**src/rtl/lsu_data_port_pkg.sv**
```systemverilog
// Shared types for the load/store data port: opcode/funct3 encodings, FSM states,
// byte-enable constants and the latched operation record.
package lsu_data_port_pkg;

  localparam int unsigned XLEN   = 32;
  localparam int unsigned BE_W   = XLEN / 8;
  localparam int unsigned RADR_W = 5;

  typedef logic [BE_W-1:0]   memBe_t;
  typedef logic [RADR_W-1:0] regAddr_t;

  typedef enum logic [6:0] {
    LOAD_C   = 7'b0000011,
    STORE_C  = 7'b0100011,
    OP_IMM_C = 7'b0010011,
    OP_C     = 7'b0110011
  } opcodeType_e;

  typedef enum logic [2:0] {
    F3_LB  = 3'b000,
    F3_LH  = 3'b001,
    F3_LW  = 3'b010,
    F3_LBU = 3'b100,
    F3_LHU = 3'b101
  } funct3ITypeLOAD_e;

  typedef enum logic [2:0] {
    F3_SB = 3'b000,
    F3_SH = 3'b001,
    F3_SW = 3'b010
  } funct3SType_e;

  typedef enum logic [1:0] {
    LSU_IDLE    = 2'd0,
    LSU_REQ     = 2'd1,
    LSU_WAIT_RD = 2'd2,
    LSU_RESP    = 2'd3
  } lsuState_e;

  localparam memBe_t BE_BYTE = 4'b0001;
  localparam memBe_t BE_HALF = 4'b0011;
  localparam memBe_t BE_WORD = 4'b1111;

  // Word-aligned bus command held stable for the whole request phase.
  typedef struct packed {
    logic            we;
    logic [XLEN-1:0] addr;
    memBe_t          be;
    logic [XLEN-1:0] wdata;
  } mem_cmd_t;

  // Everything remembered about the accepted operation.
  typedef struct packed {
    logic       fault;
    logic       load;
    logic [2:0] funct3;
    logic [1:0] offset;
    regAddr_t   rd;
    mem_cmd_t   cmd;
  } lsu_op_t;

endpackage

```
**src/rtl/lsu_data_port_if.sv**
```systemverilog
// MEM-stage request/response and data-memory bus signals of the load/store port.
interface lsu_data_port_if;
  import lsu_data_port_pkg::*;

  logic                 req_valid;
  logic                 req_ready;
  logic [6:0]           req_opcode;
  logic [2:0]           req_funct3;
  logic [XLEN-1:0]      req_addr;
  logic [XLEN-1:0]      req_wdata;
  regAddr_t             req_rd;

  logic                 rsp_valid;
  logic [XLEN-1:0]      rsp_rdata;
  regAddr_t             rsp_rd;
  logic                 rsp_fault;

  logic                 mem_req;
  logic                 mem_we;
  logic [XLEN-1:0]      mem_addr;
  memBe_t               mem_be;
  logic [XLEN-1:0]      mem_wdata;
  logic                 mem_gnt;
  logic                 mem_rvalid;
  logic [XLEN-1:0]      mem_rdata;

  // The load/store unit view.
  modport slave (
    input  req_valid, req_opcode, req_funct3, req_addr, req_wdata, req_rd,
    output req_ready,
    output rsp_valid, rsp_rdata, rsp_rd, rsp_fault,
    output mem_req, mem_we, mem_addr, mem_be, mem_wdata,
    input  mem_gnt, mem_rvalid, mem_rdata
  );

  // The pipeline plus memory view that drives the unit.
  modport master (
    output req_valid, req_opcode, req_funct3, req_addr, req_wdata, req_rd,
    input  req_ready,
    input  rsp_valid, rsp_rdata, rsp_rd, rsp_fault,
    input  mem_req, mem_we, mem_addr, mem_be, mem_wdata,
    output mem_gnt, mem_rvalid, mem_rdata
  );

endinterface

```
**src/rtl/lsu_data_port_load_align.sv**
```systemverilog
// Selects the addressed byte/halfword lane of a returned memory word and
// sign- or zero-extends it according to the load funct3.
module lsu_data_port_load_align
  import lsu_data_port_pkg::*;
(
  input  logic [XLEN-1:0] rdata_i,
  input  logic [2:0]      funct3_i,
  input  logic [1:0]      offset_i,
  output logic [XLEN-1:0] data_c_o
);

  logic [XLEN-1:0] shifted;
  logic [7:0]      byte_sel;
  logic [15:0]     half_sel;

  always_comb begin : align
    shifted  = rdata_i >> {offset_i, 3'b000};
    byte_sel = shifted[7:0];
    half_sel = shifted[15:0];
    data_c_o = '0;
    case (funct3_i)
      F3_LB:   data_c_o = {{(XLEN-8){byte_sel[7]}}, byte_sel};
      F3_LH:   data_c_o = {{(XLEN-16){half_sel[15]}}, half_sel};
      F3_LW:   data_c_o = rdata_i;
      F3_LBU:  data_c_o = {{(XLEN-8){1'b0}}, byte_sel};
      F3_LHU:  data_c_o = {{(XLEN-16){1'b0}}, half_sel};
      default: data_c_o = '0;
    endcase
  end

endmodule

```
**src/rtl/lsu_data_port.sv**
```systemverilog
// Load/store data port: one operation at a time, req/gnt/rvalid to data memory.
// Define LSU_MISALIGN_TRAP_EN to fault misaligned H/W accesses instead of truncating.
module lsu_data_port
  import lsu_data_port_pkg::*;
(
  input  logic           clk,
  input  logic           rst,
  lsu_data_port_if.slave bus
);

  lsuState_e       state_q, state_d;
  lsu_op_t         op_q, op_d;
  lsu_op_t         dec;
  logic            req_ready_q, req_ready_d;
  logic            mem_req_q, mem_req_d;
  logic            rsp_valid_q, rsp_valid_d;
  logic [XLEN-1:0] rsp_rdata_q, rsp_rdata_d;
  regAddr_t        rsp_rd_q, rsp_rd_d;
  logic            rsp_fault_q, rsp_fault_d;

  logic [1:0]      size_l2;
  logic [1:0]      offset;
  logic            legal;
  logic [XLEN-1:0] load_data_c;

  // Decode the presented request into lanes, byte enables and fault status.
  always_comb begin : decode
    size_l2 = bus.req_funct3[1:0];
    legal   = 1'b0;
    if (bus.req_opcode == LOAD_C) begin
      legal = (bus.req_funct3 != 3'b011) && (bus.req_funct3[2:1] != 2'b11);
    end else if (bus.req_opcode == STORE_C) begin
      legal = (bus.req_funct3[2] == 1'b0) && (size_l2 != 2'b11);
    end

    // Lane offset truncated to the natural alignment of the access size.
    case (size_l2)
      2'd0:    offset = bus.req_addr[1:0];
      2'd1:    offset = {bus.req_addr[1], 1'b0};
      default: offset = 2'b00;
    endcase

    dec        = '0;
    dec.load   = (bus.req_opcode == LOAD_C);
    dec.funct3 = bus.req_funct3;
    dec.offset = offset;
    dec.rd     = bus.req_rd;
`ifdef LSU_MISALIGN_TRAP_EN
    dec.fault  = !legal || (offset != bus.req_addr[1:0]);
`else
    dec.fault  = !legal;
`endif

    if (!dec.fault) begin
      dec.cmd.we   = (bus.req_opcode == STORE_C);
      dec.cmd.addr = {bus.req_addr[XLEN-1:2], 2'b00};
      case (size_l2)
        2'd0: begin
          dec.cmd.be    = memBe_t'(BE_BYTE << offset);
          dec.cmd.wdata = {4{bus.req_wdata[7:0]}};
        end
        2'd1: begin
          dec.cmd.be    = memBe_t'(BE_HALF << offset);
          dec.cmd.wdata = {2{bus.req_wdata[15:0]}};
        end
        default: begin
          dec.cmd.be    = BE_WORD;
          dec.cmd.wdata = bus.req_wdata;
        end
      endcase
    end
  end

  lsu_data_port_load_align u_load_align (
    .rdata_i  (bus.mem_rdata),
    .funct3_i (op_q.funct3),
    .offset_i (op_q.offset),
    .data_c_o (load_data_c)
  );

  // Next state and next registered outputs.
  always_comb begin : next_state
    state_d     = state_q;
    op_d        = op_q;
    req_ready_d = 1'b0;
    mem_req_d   = 1'b0;
    rsp_valid_d = 1'b0;
    rsp_rdata_d = '0;
    rsp_rd_d    = '0;
    rsp_fault_d = 1'b0;

    case (state_q)
      LSU_IDLE: begin
        if (bus.req_valid) begin
          op_d    = dec;
          state_d = dec.fault ? LSU_RESP : LSU_REQ;
        end
      end
      LSU_REQ: begin
        if (bus.mem_gnt) begin
          state_d = op_q.load ? LSU_WAIT_RD : LSU_RESP;
        end
      end
      LSU_WAIT_RD: begin
        if (bus.mem_rvalid) begin
          state_d = LSU_RESP;
        end
      end
      LSU_RESP: state_d = LSU_IDLE;
      default:  state_d = LSU_IDLE;
    endcase

    req_ready_d = (state_d == LSU_IDLE);
    mem_req_d   = (state_d == LSU_REQ);
    rsp_valid_d = (state_d == LSU_RESP);

    // Response payload is only non-zero during the completion pulse.
    if (state_d == LSU_RESP) begin
      rsp_fault_d = op_d.fault;
      rsp_rd_d    = op_d.load ? op_d.rd : '0;
      rsp_rdata_d = (state_q == LSU_WAIT_RD) ? load_data_c : '0;
    end
  end

  always_ff @(posedge clk) begin : regs
    if (rst) begin
      state_q     <= LSU_IDLE;
      op_q        <= '0;
      req_ready_q <= 1'b1;
      mem_req_q   <= 1'b0;
      rsp_valid_q <= 1'b0;
      rsp_rdata_q <= '0;
      rsp_rd_q    <= '0;
      rsp_fault_q <= 1'b0;
    end else begin
      state_q     <= state_d;
      op_q        <= op_d;
      req_ready_q <= req_ready_d;
      mem_req_q   <= mem_req_d;
      rsp_valid_q <= rsp_valid_d;
      rsp_rdata_q <= rsp_rdata_d;
      rsp_rd_q    <= rsp_rd_d;
      rsp_fault_q <= rsp_fault_d;
    end
  end

  assign bus.req_ready = req_ready_q;
  assign bus.rsp_valid = rsp_valid_q;
  assign bus.rsp_rdata = rsp_rdata_q;
  assign bus.rsp_rd    = rsp_rd_q;
  assign bus.rsp_fault = rsp_fault_q;
  assign bus.mem_req   = mem_req_q;
  assign bus.mem_we    = op_q.cmd.we;
  assign bus.mem_addr  = op_q.cmd.addr;
  assign bus.mem_be    = op_q.cmd.be;
  assign bus.mem_wdata = op_q.cmd.wdata;

endmodule

```
**src/flat_wrapper.sv**
```systemverilog
// flat-port wrapper written by rule: the top's interface ports become plain ports
module lsu_data_port_flat import lsu_data_port_pkg::*;
  (clk, rst, bus_req_valid, bus_req_opcode, bus_req_funct3, bus_req_addr, bus_req_wdata, bus_req_rd, bus_req_ready, bus_rsp_valid, bus_rsp_rdata, bus_rsp_rd, bus_rsp_fault, bus_mem_req, bus_mem_we, bus_mem_addr, bus_mem_be, bus_mem_wdata, bus_mem_gnt, bus_mem_rvalid, bus_mem_rdata);
  lsu_data_port_if bus_i ();
  input  logic clk;
  input  logic rst;
  input wire logic [$bits(bus_i.req_valid)-1:0] bus_req_valid;
  input wire logic [$bits(bus_i.req_opcode)-1:0] bus_req_opcode;
  input wire logic [$bits(bus_i.req_funct3)-1:0] bus_req_funct3;
  input wire logic [$bits(bus_i.req_addr)-1:0] bus_req_addr;
  input wire logic [$bits(bus_i.req_wdata)-1:0] bus_req_wdata;
  input wire logic [$bits(bus_i.req_rd)-1:0] bus_req_rd;
  output wire logic [$bits(bus_i.req_ready)-1:0] bus_req_ready;
  output wire logic [$bits(bus_i.rsp_valid)-1:0] bus_rsp_valid;
  output wire logic [$bits(bus_i.rsp_rdata)-1:0] bus_rsp_rdata;
  output wire logic [$bits(bus_i.rsp_rd)-1:0] bus_rsp_rd;
  output wire logic [$bits(bus_i.rsp_fault)-1:0] bus_rsp_fault;
  output wire logic [$bits(bus_i.mem_req)-1:0] bus_mem_req;
  output wire logic [$bits(bus_i.mem_we)-1:0] bus_mem_we;
  output wire logic [$bits(bus_i.mem_addr)-1:0] bus_mem_addr;
  output wire logic [$bits(bus_i.mem_be)-1:0] bus_mem_be;
  output wire logic [$bits(bus_i.mem_wdata)-1:0] bus_mem_wdata;
  input wire logic [$bits(bus_i.mem_gnt)-1:0] bus_mem_gnt;
  input wire logic [$bits(bus_i.mem_rvalid)-1:0] bus_mem_rvalid;
  input wire logic [$bits(bus_i.mem_rdata)-1:0] bus_mem_rdata;
  assign bus_i.req_valid = bus_req_valid;
  assign bus_i.req_opcode = bus_req_opcode;
  assign bus_i.req_funct3 = bus_req_funct3;
  assign bus_i.req_addr = bus_req_addr;
  assign bus_i.req_wdata = bus_req_wdata;
  assign bus_i.req_rd = bus_req_rd;
  assign bus_req_ready = bus_i.req_ready;
  assign bus_rsp_valid = bus_i.rsp_valid;
  assign bus_rsp_rdata = bus_i.rsp_rdata;
  assign bus_rsp_rd = bus_i.rsp_rd;
  assign bus_rsp_fault = bus_i.rsp_fault;
  assign bus_mem_req = bus_i.mem_req;
  assign bus_mem_we = bus_i.mem_we;
  assign bus_mem_addr = bus_i.mem_addr;
  assign bus_mem_be = bus_i.mem_be;
  assign bus_mem_wdata = bus_i.mem_wdata;
  assign bus_i.mem_gnt = bus_mem_gnt;
  assign bus_i.mem_rvalid = bus_mem_rvalid;
  assign bus_i.mem_rdata = bus_mem_rdata;
  lsu_data_port u_core (.clk(clk), .rst(rst), .bus(bus_i));
endmodule
```
**config.mk**
```make
export PLATFORM = sky130hd
export DESIGN_NAME = lsu_data_port_flat
export DESIGN_NICKNAME = d
export VERILOG_FILES = /design/src/rtl/lsu_data_port_pkg.sv /design/src/rtl/lsu_data_port_if.sv /design/src/rtl/lsu_data_port_load_align.sv /design/src/rtl/lsu_data_port.sv /design/src/flat_wrapper.sv
export SDC_FILE = /design/constraint.sdc
export NUM_CORES = 1
export LEC_CHECK = 0
export ABC_CLOCK_PERIOD_IN_PS = 5800
export CORE_MARGIN = 2
export CORE_UTILIZATION = 30
export DETAILED_ROUTE_END_ITERATION = 16
export PLACE_DENSITY = 0.66
export SYNTH_ARGS = -nofsm -noshare
export SYNTH_HDL_FRONTEND = slang
export SYNTH_SLANG_ARGS = --single-unit
```
**constraint.sdc**
```tcl
create_clock -name clk -period 5.8 [get_ports clk]
set_input_delay 1.16 -clock clk [delete_from_list [all_inputs] [get_ports clk]]
set_output_delay 1.16 -clock clk [all_outputs]
set_load 0.005 [all_outputs]
```
==> reports/qor.yml <==
global_route:
  grt_max_degree: 60
  grt-ovfl-total: 0
  grt_antenna_before_repair: 0
  grt_pass1_vias: 4657
  grt_util_all_layers_pct: 16.74
  grt_first_pass_wirelength_um: 25400
timing:
  finalSetupViolCount: 0
  totalNegativeSetupSlack_ns: 0
  final-hold-violation-count: 0
  fin_crit_sh_pct: 63.51
  rsz0062_at_grt: "false"
  max_freq_mhz: 271.5
  period_needed_ns: 3.683
  holdWs_ns: 0.4537
  slew_viol_final: 0
  slew_headroom_pct: 22.62
  worst_slack_ns: 2.117
  clock_skew_ns: 0.01197
  worst_slew_pin_slew_ns: 1.156
critical_path:
  worstSetupPathType: "in2reg"
  worstPathMaxFanout: 59
  required_ns: 6.04
  crit_slowest_cell: "or2_2"
  crit_chain: "clkdlybuf4s50_1 > or3b_2 > buf_4 > a41oi_1 > or2_2 > a211oi_1"
  critPathTopFamily: "simple AND/OR/NAND/NOR gates"
  r2r_slack_ns: 2.98
  path_buf_inv: 2
  end_kind: "register"
  cp-startpoint: "bus_req_valid"
  cp_slowest_stage_delay_ns: 0.90
  startpoint_type: "primary input"
  r2r_start: "u_core.state_q[0]"
  arrival_ns: 3.92
floorplanning:
  start_util_pct: 30.61
  core_um2: 17960
  io_pins: 226
  rows: 49
  die-area_um2: 19430
  die_w_um: 139.4
  die_h_um: 139.4
clocking:
  cts_sinks: 122
  ctsResizeCount: 0
  cts.clk_slew.worst_paths_ns: 0.07
  h-tree-depth: 4
  cts_tree: "done"
  postCtsSetupBuffers: 0
  holdBufCountCts: 0
  clk_path_buf_depth: 2
  clk_latency_ns: 0.42
  cts-buffers-inserted: 17
  cts-root-buf: "clkbuf_16"
final_layout:
  final_cell_mix: "clkdlybuf4s50_1, nand2_1, dfxtp_1"
  regArea_um2: 2442
  final_common_cell: "clkdlybuf4s50_1"
  drive_gt1_share_pct: 6.743
  fin_nets: 889
  multi_input_area_um2: 2352
  diodes: 0
  nFillCells: 1825
  areaGrowthSynthToFinish_pct: 44.15
routing:
  vias_per_cell: 4.697
  antenna_left: 0
  vias: 4767
  drt_first_pass_iters: 5
  wl_per_cell_um: 16.11
  drtIter0Drc: 207
  drc: 0
  routed_wl_um: 16350
logic_synthesis:
  syn_area_um2: 5498
  syn_avg_cell_area_um2: 8.604
  synth_flop_cell: "dfxtp_1"
  synth_cells: 639
  ys_ff_latch: 122
  yosys.area.top_type: "dfxtp_1"
  async_reset_ff_share_pct: 0
  synth_area_leaders: "dfxtp_1, buf_4, nand2_1"
  ys_seq_area_share_pct: 44.42
  synth_cell_types: 46
  yosys.area.top_type_share_pct: 44.42
  yosysWarningCount: 0
  synth_edf_count: 0
place:
  dp_slack_ns: 1.629
  routabilityCongestion: 0.7850
  numPortBuffers: 223
  detailed_place_hpwl_um: 11750
job:
  drv_cap: 0
pwr:
  irDropWorstVdd_v: 0.0001977
  power.density_nw_per_um2: 299.5
  fin_total_pwr_mw: 2.373
  leakage_nw: 2.963
hold_path:
  hold_start: "u_core.bus.mem_addr[25]"
  worstHoldPathType: "reg2reg"
outcome:
  status: "complete, no violations"
## per-stage QoR
stage	util, %	area [um^2]	cells
after floorplan	-	5502	640
after global placement	40.92	7351	983
after detailed placement	40.92	7351	983
after CTS	44.12	7925	1015
after global routing	44.12	7925	1015
final	44.12	7925	1015
## logic make-up (layout without fill, tap and decap cells)
logic type      Yosys count  count (layout)  share of synthesized area (%)
flops                   122             122                          44.42
simple gates            200             200                          16.02
buf+inv                 115             261                          12.95
compound gates          152             152                          17.18
other cells               1               2                        0.06821
mux                      49              49                          9.354
## final timing paths
kind / to / depth (start not counted)
setup / recovery: u_core.bus.mem_wdata[12] / 6
hold / removal: u_core.bus.mem_addr[25] / 2
setup reg to reg: u_core.bus.mem_wdata[12] / 5
hold reg to reg: u_core.bus.mem_addr[25] / 2
## report_power, final
part / switching, mW / internal, mW
combinational: 0.199 / 0.221
clock: 0.454 / 0.570
sequential: 0.0380 / 0.892
## cell usage after synthesis, types with 3 or more instances
cell type,count
a21oi_1,64
and2_1,3
a21o_1,16
nand3_1,3
nand2_1,123
mux2i_1,39
a211oi_1,8
o21ai_0,25
buf_4,68
mux2_2,9
buf_2,8
clkbuf_1,31
a2bb2oi_1,8
nor2_1,38
nor3b_1,3
nor2b_1,12
buf_1,4
o2bb2ai_1,7
a22oi_1,15
dfxtp_1,122
a22o_1,3
## routing by layer
layer	GRT usage [%]	share of wire (%)
met1	19.81	41
met4	5.582	1.4
met2	27.32	47
met5	0	0
met3	7.192	11
## state kept, by name, summed over array words and instances, names as in the netlist
name,cells
u_core.bus.mem_addr,30
u_core.bus.mem_be,4
u_core.bus.mem_req,1
u_core.bus.mem_wdata,32
u_core.bus.mem_we,1
u_core.bus.req_ready,1
u_core.bus.rsp_fault,1
u_core.bus.rsp_rd,5
u_core.bus.rsp_rdata,32
u_core.bus.rsp_valid,1
u_core.op_q,12
u_core.state_q,2
## worst reg2reg max path, stage by stage, from the launching register on
cell and delay, ns:
dfxtp_1 0.40, or3b_2 0.49, buf_4 0.33, a41oi_1 0.38, or2_2 0.90, a211oi_1 0.15
## area by class of cell
type / instances / share of cell area (%)
clock buffer: 17 / 5.368
multi-input combinational: 403 / 29.68
timing repair buffer: 227 / 28.54
sequential: 122 / 30.82
clock inverter: 15 / 1.879
tap: 229 / 3.615
inverter: 2 / 0.09473
No activity file was read; power rests on OpenSTA's default activity.
